**src/rtl/cpu_pkg.sv**
```systemverilog
// rtl/cpu_pkg.sv - access-size encodings and memory-stage FSM states
package cpu_pkg;

  localparam logic [1:0] SIZE_WORD = 2'b00;
  localparam logic [1:0] SIZE_HALF = 2'b01;
  localparam logic [1:0] SIZE_BYTE = 2'b10;

  typedef enum logic [1:0] {
    ST_IDLE = 2'b00,
    ST_BUS  = 2'b01,
    ST_RESP = 2'b10
  } state_t;

endpackage

```
**src/rtl/cpu_memory_align.sv**
```systemverilog
// rtl/cpu_memory_align.sv - big-endian byte-lane steering, store replication, load zero-extension
module cpu_memory_align
  import cpu_pkg::*;
(
  input  logic [1:0]  size,
  input  logic [1:0]  offset,
  input  logic [31:0] store_data,
  output logic [3:0]  sel,
  output logic [31:0] store_lanes,
  output logic        aligned,
  input  logic [1:0]  load_size,
  input  logic [1:0]  load_offset,
  input  logic [31:0] load_data,
  output logic [31:0] load_value
);

  logic [31:0] byte_shifted;

  always_comb begin
    sel         = 4'b1111;
    store_lanes = store_data;
    aligned     = (offset == 2'b00);
    case (size)
      SIZE_BYTE: begin
        sel         = 4'b1000 >> offset;
        store_lanes = {4{store_data[7:0]}};
        aligned     = 1'b1;
      end
      SIZE_HALF: begin
        sel         = offset[1] ? 4'b0011 : 4'b1100;
        store_lanes = {2{store_data[15:0]}};
        aligned     = ~offset[0];
      end
      default: ;
    endcase
  end

  // offset 0 sits in the top byte, so shift down by (3 - offset) bytes
  assign byte_shifted = load_data >> {~load_offset, 3'b000};

  always_comb begin
    load_value = load_data;
    case (load_size)
      SIZE_BYTE: load_value = {24'h0, byte_shifted[7:0]};
      SIZE_HALF: load_value = {16'h0, load_offset[1] ? load_data[15:0] : load_data[31:16]};
      default: ;
    endcase
  end

endmodule

```
**src/rtl/cpu_memory.sv**
```systemverilog
// rtl/cpu_memory.sv - memory stage with Wishbone-classic master; optional bus timeout via CPU_MEMORY_TIMEOUT_EN
module cpu_memory
  import cpu_pkg::*;
#(
  parameter int TIMEOUT_CYCLES = 255
) (
  input  logic        clk_i,
  input  logic        rst_i,
  input  logic        op_ld_i,
  input  logic        op_st_i,
  input  logic [1:0]  size_i,
  input  logic [31:0] result_i,
  input  logic [31:0] store_data_i,
  input  logic        register_write_enable_i,
  input  logic [3:0]  register_write_index_i,
  output logic        register_write_enable_o,
  output logic [3:0]  register_write_index_o,
  output logic [31:0] value_o,
  output logic [31:0] adr_o,
  output logic [31:0] dat_o,
  input  logic [31:0] dat_i,
  output logic [3:0]  sel_o,
  output logic        we_o,
  output logic        cyc_o,
  output logic        stb_o,
  input  logic        ack_i,
  output logic        stall_o,
  output logic        misalign_o,
  output logic        bus_error_o
);

  state_t      state, state_n;
  logic        mem_op, aligned, timeout_hit;
  logic [3:0]  sel_w;
  logic [31:0] wdata_w, load_value;
  logic [1:0]  size_q, off_q;
  logic        is_ld_q;
  logic [3:0]  idx_q;

  assign mem_op = op_ld_i | op_st_i;

  cpu_memory_align u_align (
    .size        (size_i),
    .offset      (result_i[1:0]),
    .store_data  (store_data_i),
    .sel         (sel_w),
    .store_lanes (wdata_w),
    .aligned     (aligned),
    .load_size   (size_q),
    .load_offset (off_q),
    .load_data   (dat_i),
    .load_value  (load_value)
  );

`ifdef CPU_MEMORY_TIMEOUT_EN
  localparam int CW = $clog2(TIMEOUT_CYCLES + 1);
  logic [CW-1:0] bus_cnt;

  always_ff @(posedge clk_i) begin
    if (!rst_i || state != ST_BUS) bus_cnt <= '0;
    else                           bus_cnt <= bus_cnt + 1'b1;
  end

  assign timeout_hit = (state == ST_BUS) && !ack_i && (bus_cnt == CW'(TIMEOUT_CYCLES - 1));
`else
  // parameter stays in the interface; this compare folds to constant 0
  assign timeout_hit = (TIMEOUT_CYCLES < 0);
`endif

  always_ff @(posedge clk_i) begin
    if (!rst_i) state <= ST_IDLE;
    else        state <= state_n;
  end

  always_comb begin
    state_n = state;
    stall_o = 1'b0;
    case (state)
      ST_IDLE: if (mem_op && aligned) begin
        state_n = ST_BUS;
        stall_o = 1'b1;
      end
      ST_BUS: begin
        if (ack_i)            state_n = ST_RESP;
        else if (timeout_hit) state_n = ST_IDLE;
        else                  stall_o = 1'b1;
      end
      default: state_n = ST_IDLE;
    endcase
  end

  always_ff @(posedge clk_i) begin
    if (!rst_i) begin
      register_write_enable_o <= 1'b0;
      register_write_index_o  <= '0;
      value_o     <= '0;
      adr_o       <= '0;
      dat_o       <= '0;
      sel_o       <= '0;
      we_o        <= 1'b0;
      cyc_o       <= 1'b0;
      stb_o       <= 1'b0;
      misalign_o  <= 1'b0;
      bus_error_o <= 1'b0;
      size_q      <= '0;
      off_q       <= '0;
      is_ld_q     <= 1'b0;
      idx_q       <= '0;
    end else begin
      register_write_enable_o <= 1'b0;
      misalign_o  <= 1'b0;
      bus_error_o <= 1'b0;
      case (state)
        ST_IDLE: begin
          if (mem_op && aligned) begin
            cyc_o   <= 1'b1;
            stb_o   <= 1'b1;
            we_o    <= op_st_i;
            adr_o   <= {result_i[31:2], 2'b00};
            sel_o   <= sel_w;
            dat_o   <= wdata_w;
            size_q  <= size_i;
            off_q   <= result_i[1:0];
            is_ld_q <= ~op_st_i;
            idx_q   <= register_write_index_i;
          end else if (mem_op) begin
            misalign_o <= 1'b1;
          end else begin
            register_write_enable_o <= register_write_enable_i;
            register_write_index_o  <= register_write_index_i;
            value_o                 <= result_i;
          end
        end
        ST_BUS: begin
          if (ack_i) begin
            cyc_o <= 1'b0;
            stb_o <= 1'b0;
            we_o  <= 1'b0;
            register_write_enable_o <= is_ld_q;
            if (is_ld_q) begin
              register_write_index_o <= idx_q;
              value_o                <= load_value;
            end
          end else if (timeout_hit) begin
            cyc_o       <= 1'b0;
            stb_o       <= 1'b0;
            we_o        <= 1'b0;
            bus_error_o <= 1'b1;
          end
        end
        default: ;
      endcase
    end
  end

endmodule
```
**config.mk**
```make
export PLATFORM = sky130hd
export DESIGN_NAME = cpu_memory
export DESIGN_NICKNAME = d
export VERILOG_FILES = /design/src/rtl/cpu_pkg.sv /design/src/rtl/cpu_memory_align.sv /design/src/rtl/cpu_memory.sv
export SDC_FILE = /design/constraint.sdc
export NUM_CORES = 1
export LEC_CHECK = 0
export ABC_AREA = 0
export CAP_MARGIN = 20
export CORE_UTILIZATION = 44
export CTS_CLUSTER_DIAMETER = 40
export DETAILED_ROUTE_END_ITERATION = 8
export GPL_TIMING_DRIVEN = 0
export PLACE_DENSITY_LB_ADDON = 0.1
export SETUP_SLACK_MARGIN = 0.2
export SYNTH_ARGS = -nofsm -noshare
export SYNTH_HDL_FRONTEND = slang
export SYNTH_SLANG_ARGS = --single-unit
```
**constraint.sdc**
```tcl
create_clock -name clk_i -period 3.6 [get_ports clk_i]
set_input_delay 0.9 -clock clk_i [delete_from_list [all_inputs] [get_ports clk_i]]
set_output_delay 0.9 -clock clk_i [all_outputs]
set_load 0.05 [all_outputs]
```
==> flow_metrics.py <==
metrics = {
    "setup_path": {
        "reg2reg_depth": 8,
        "end_kind": "output pin",
        "critical_path.top_delay_family": "buffers and inverters",
        "cp_slowest_cell": "ha_1",
        "path_buf_inv": 4,
        "required_ns": 2.70,
        "cp_cell_sequence": "dlygate4sd2_1 -> ha_1 -> buf_4 -> nand2b_4 -> a21oi_4 -> o21ai_2 -> buf_4 -> o21ai_2 -> buf_6",
        "crit_cells": 9,
        "r2r_start": "size_q[0]",
        "crit_start": "size_i[1]",
        "worst_path_largest_cell_delay_ns": 0.28,
        "startpoint_type": "input pin",
        "crit_fanout": 10,
        "worst-setup-path-type": "input pin to output pin",
        "arrival_ns": 2.47,
    },
    "min_path": {
        "whs_path_depth": 2,
        "min_from": "adr_o[25]",
        "hold_path_class": "flop to flop",
    },
    "drt": {
        "wl_met2_um": 9950,
        "drtAntennaViolNets": 0,
        "dr_wl_met3_um": 1700,
        "wirelength_um": 21000,
        "wl_per_cell_um": 19.4,
        "drc": 0,
        "vias": 6044,
        "viasPerCell": 5.59,
        "wl_met1_um": 8780,
        "routed.top_layer": "met4",
        "firstDrtPassIters": 7,
        "drt_iter0_markers": 523,
    },
    "global_routing": {
        "grt_max_degree": 17,
        "antenna_found_initial": 0,
        "grt_pass1_wl_um": 31800,
        "grt_pass1_vias": 6066,
        "track_usage_pct": 32.0,
        "grt.overflow.total": 0,
    },
    "pwr": {
        "powerDensity_nw_per_um2": 497,
        "combPwrFrac_pct": 27.1,
        "ir_drop_mv": 0.330,
        "internal_power_mw": 2.90,
        "clkPwrFrac_pct": 39.0,
        "switching_share_pct": 32.1,
        "power_switching_mw": 1.37,
        "p_leak_nw": 3.29,
        "pwr-share-seq_pct": 33.9,
    },
    "synth": {
        "seq_area_frac_synth_pct": 41.9,
        "ys.flop_type": "dfxtp_1",
        "syn_inst": 663,
        "yosysWarnings": 0,
        "synth.distinct_cells": 41,
        "synth-seq-cells": 117,
        "syn_avg_cell_area_um2": 8.44,
        "synthArstFlopShare_pct": 0,
        "synth_edf_count": 0,
        "synthTopCellsByArea": "dfxtp_1, mux2i_1, nand2_1, o21ai_0, a221oi_1",
        "synth_area_leader_cell": "dfxtp_1",
        "synth_top_cell_area_share_pct": 41.9,
        "netlist_area_um2": 5600,
    },
    "floorplanning": {
        "coreArea_um2": 12200,
        "start_util_pct": 45.8,
        "die_h_um": 115,
        "ios": 219,
        "dieArea_um2": 13200,
        "die_w_um": 115,
        "fp-row-count": 40,
    },
    "timing": {
        "final.period_utilization_pct": 93.5,
        "timing.hold.ws_ns": 0.453,
        "fin_tns_setup_ns": 0,
        "worst_pin_slew_ns": 0.757,
        "max_freq_ghz": 0.297,
        "layout_min_cycle_time_ns": 3.37,
        "relSlewSlack_pct": 49.3,
        "hold_viol": 0,
        "rsz0062_at_grt": "false",
        "setup_viol": 0,
        "slew_viol_final": 0,
        "fin_skew_ns": 0.0131,
    },
    "finish": {
        "final_cell_mix": "clkdlybuf4s50_1, nand2_1, dfxtp_1",
        "diodes": 0,
        "nNetsFinal": 1014,
        "final_util_pct": 70.4,
        "final_common_cell": "clkdlybuf4s50_1",
        "drive_gt1_share_pct": 7.99,
        "synthToLayoutAreaGrowth_pct": 53.6,
    },
    "placed_design": {
        "dpl.hpwl_um": 15700,
        "place_congestion": 0.889,
        "port_buffers": 215,
    },
    "cts": {
        "cts_buffers": 17,
        "cts_buffer_depth": 2,
        "htreeDepth": 4,
        "clk_pin_slew_ns": 0.05,
        "clk_latency_ns": 0.42,
        "clock-root-buffer": "clkbuf_16",
        "cts_hold_buf": 0,
        "clock_sinks": 117,
        "cts_tree": "built",
    },
    "run": {
        "maxCapViolations": 0,
    },
    "outcome": {
        "outcome": "finished, final reports clean",
    },
}
## synth_stat cells (2+ instances only)
cell type	n
a211oi_1	10
a21o_1	3
a21oi_1	20
a21oi_4	2
a221oi_1	16
a22oi_1	8
a311oi_1	12
and3_1	8
buf_1	3
buf_2	12
buf_4	9
buf_6	3
clkbuf_1	34
dfxtp_1	117
ha_1	4
inv_1	8
mux2_2	8
mux2i_1	78
nand2_1	160
nand2b_1	5
nand3_1	10
nor2_1	33
nor2b_1	11
o2111ai_1	2
o211a_1	4
o211ai_1	9
o21ai_0	45
o22ai_1	8
o31ai_1	8
or3_1	2
## cells by family (layout without fill, tap and decap cells)
logic type	count (synthesis)	in the layout	share of synthesized area, %
compound gates	151	151	18.3
fa+ha+maj	4	4	0.894
buf+inv	69	318	5.90
flops	117	117	41.9
mux	86	86	15.6
other cells	1	3	0.0670
simple gates	235	235	17.4
## layout make-up
class / instances / area, µm²
Fill cell: 1017 / 3610
Multi-Input combinational cell: 479 / 2960
Sequential cell: 117 / 2340
Timing Repair Buffer: 218 / 2170
Clock buffer: 23 / 478
Buffer: 61 / 305
Tap cell: 168 / 210
Clock inverter: 8 / 100
Inverter: 8 / 30.0
## what timing repair did
| item | in CTS | in global routing |
|---|---|---|
| pin swaps | 1 | 1 |
| gates resized for setup | 14 | 5 |
| setup endpoints to repair | 1 | 1 |
| setup buffers | 3 | 0 |
## per-stage QoR
step	cell area [µm²]	power (mW)	setup slack (ns)	std cells
finish	8600	4.28	0.234	1082
global route	8600	4.40	0.187	1082
CTS	8580	4.27	0.204	1082
detailed placement	7970	2.61	-1.03	1048
global placement	7970	2.59	-1.04	1048
floorplan	5610	2.16	0.358	665
## routing by layer
layer,global-route usage [%],vias to the layer above
met2,53.8,309
met3,8.01,50
met5,0,-
met4,12.7,0
li1,-,2809
met1,39.5,2876
## power by group through the flow
stage                     clock, mW  combinational [mW]  sequential, mW
after floorplan                   0               0.388            1.77
after global placement            0                1.12            1.47
after detailed placement          0                1.13            1.48
after CTS                      1.67                1.14            1.45
after global routing           1.73                1.22            1.46
final                          1.67                1.16            1.45
## worst min-delay path, stage by stage, from the launching register on
cell and delay [ns]:
dfxtp_1 0.30, nand2_1 0.05, mux2i_1 0.05
## final timing paths
| path | endpoint | slack [ns] |
|---|---|---|
| worst max-delay path | stall_o | 0.23 |
| worst min-delay path | adr_o[25] | 0.45 |
| worst max register to register | value_o[6] | 1.14 |
| worst min register to register | adr_o[25] | 0.45 |
## flip-flops by register name, indices dropped and copies added, names as in the netlist
name,count
is_ld_q,1
state,2
off_q,2
size_q,2
register_write_index_o,4
sel_o,4
idx_q,4
adr_o,30
misalign_o,1
dat_o,32
register_write_enable_o,1
we_o,1
stb_o,1
value_o,32
(Power assumes the default switching activity.)
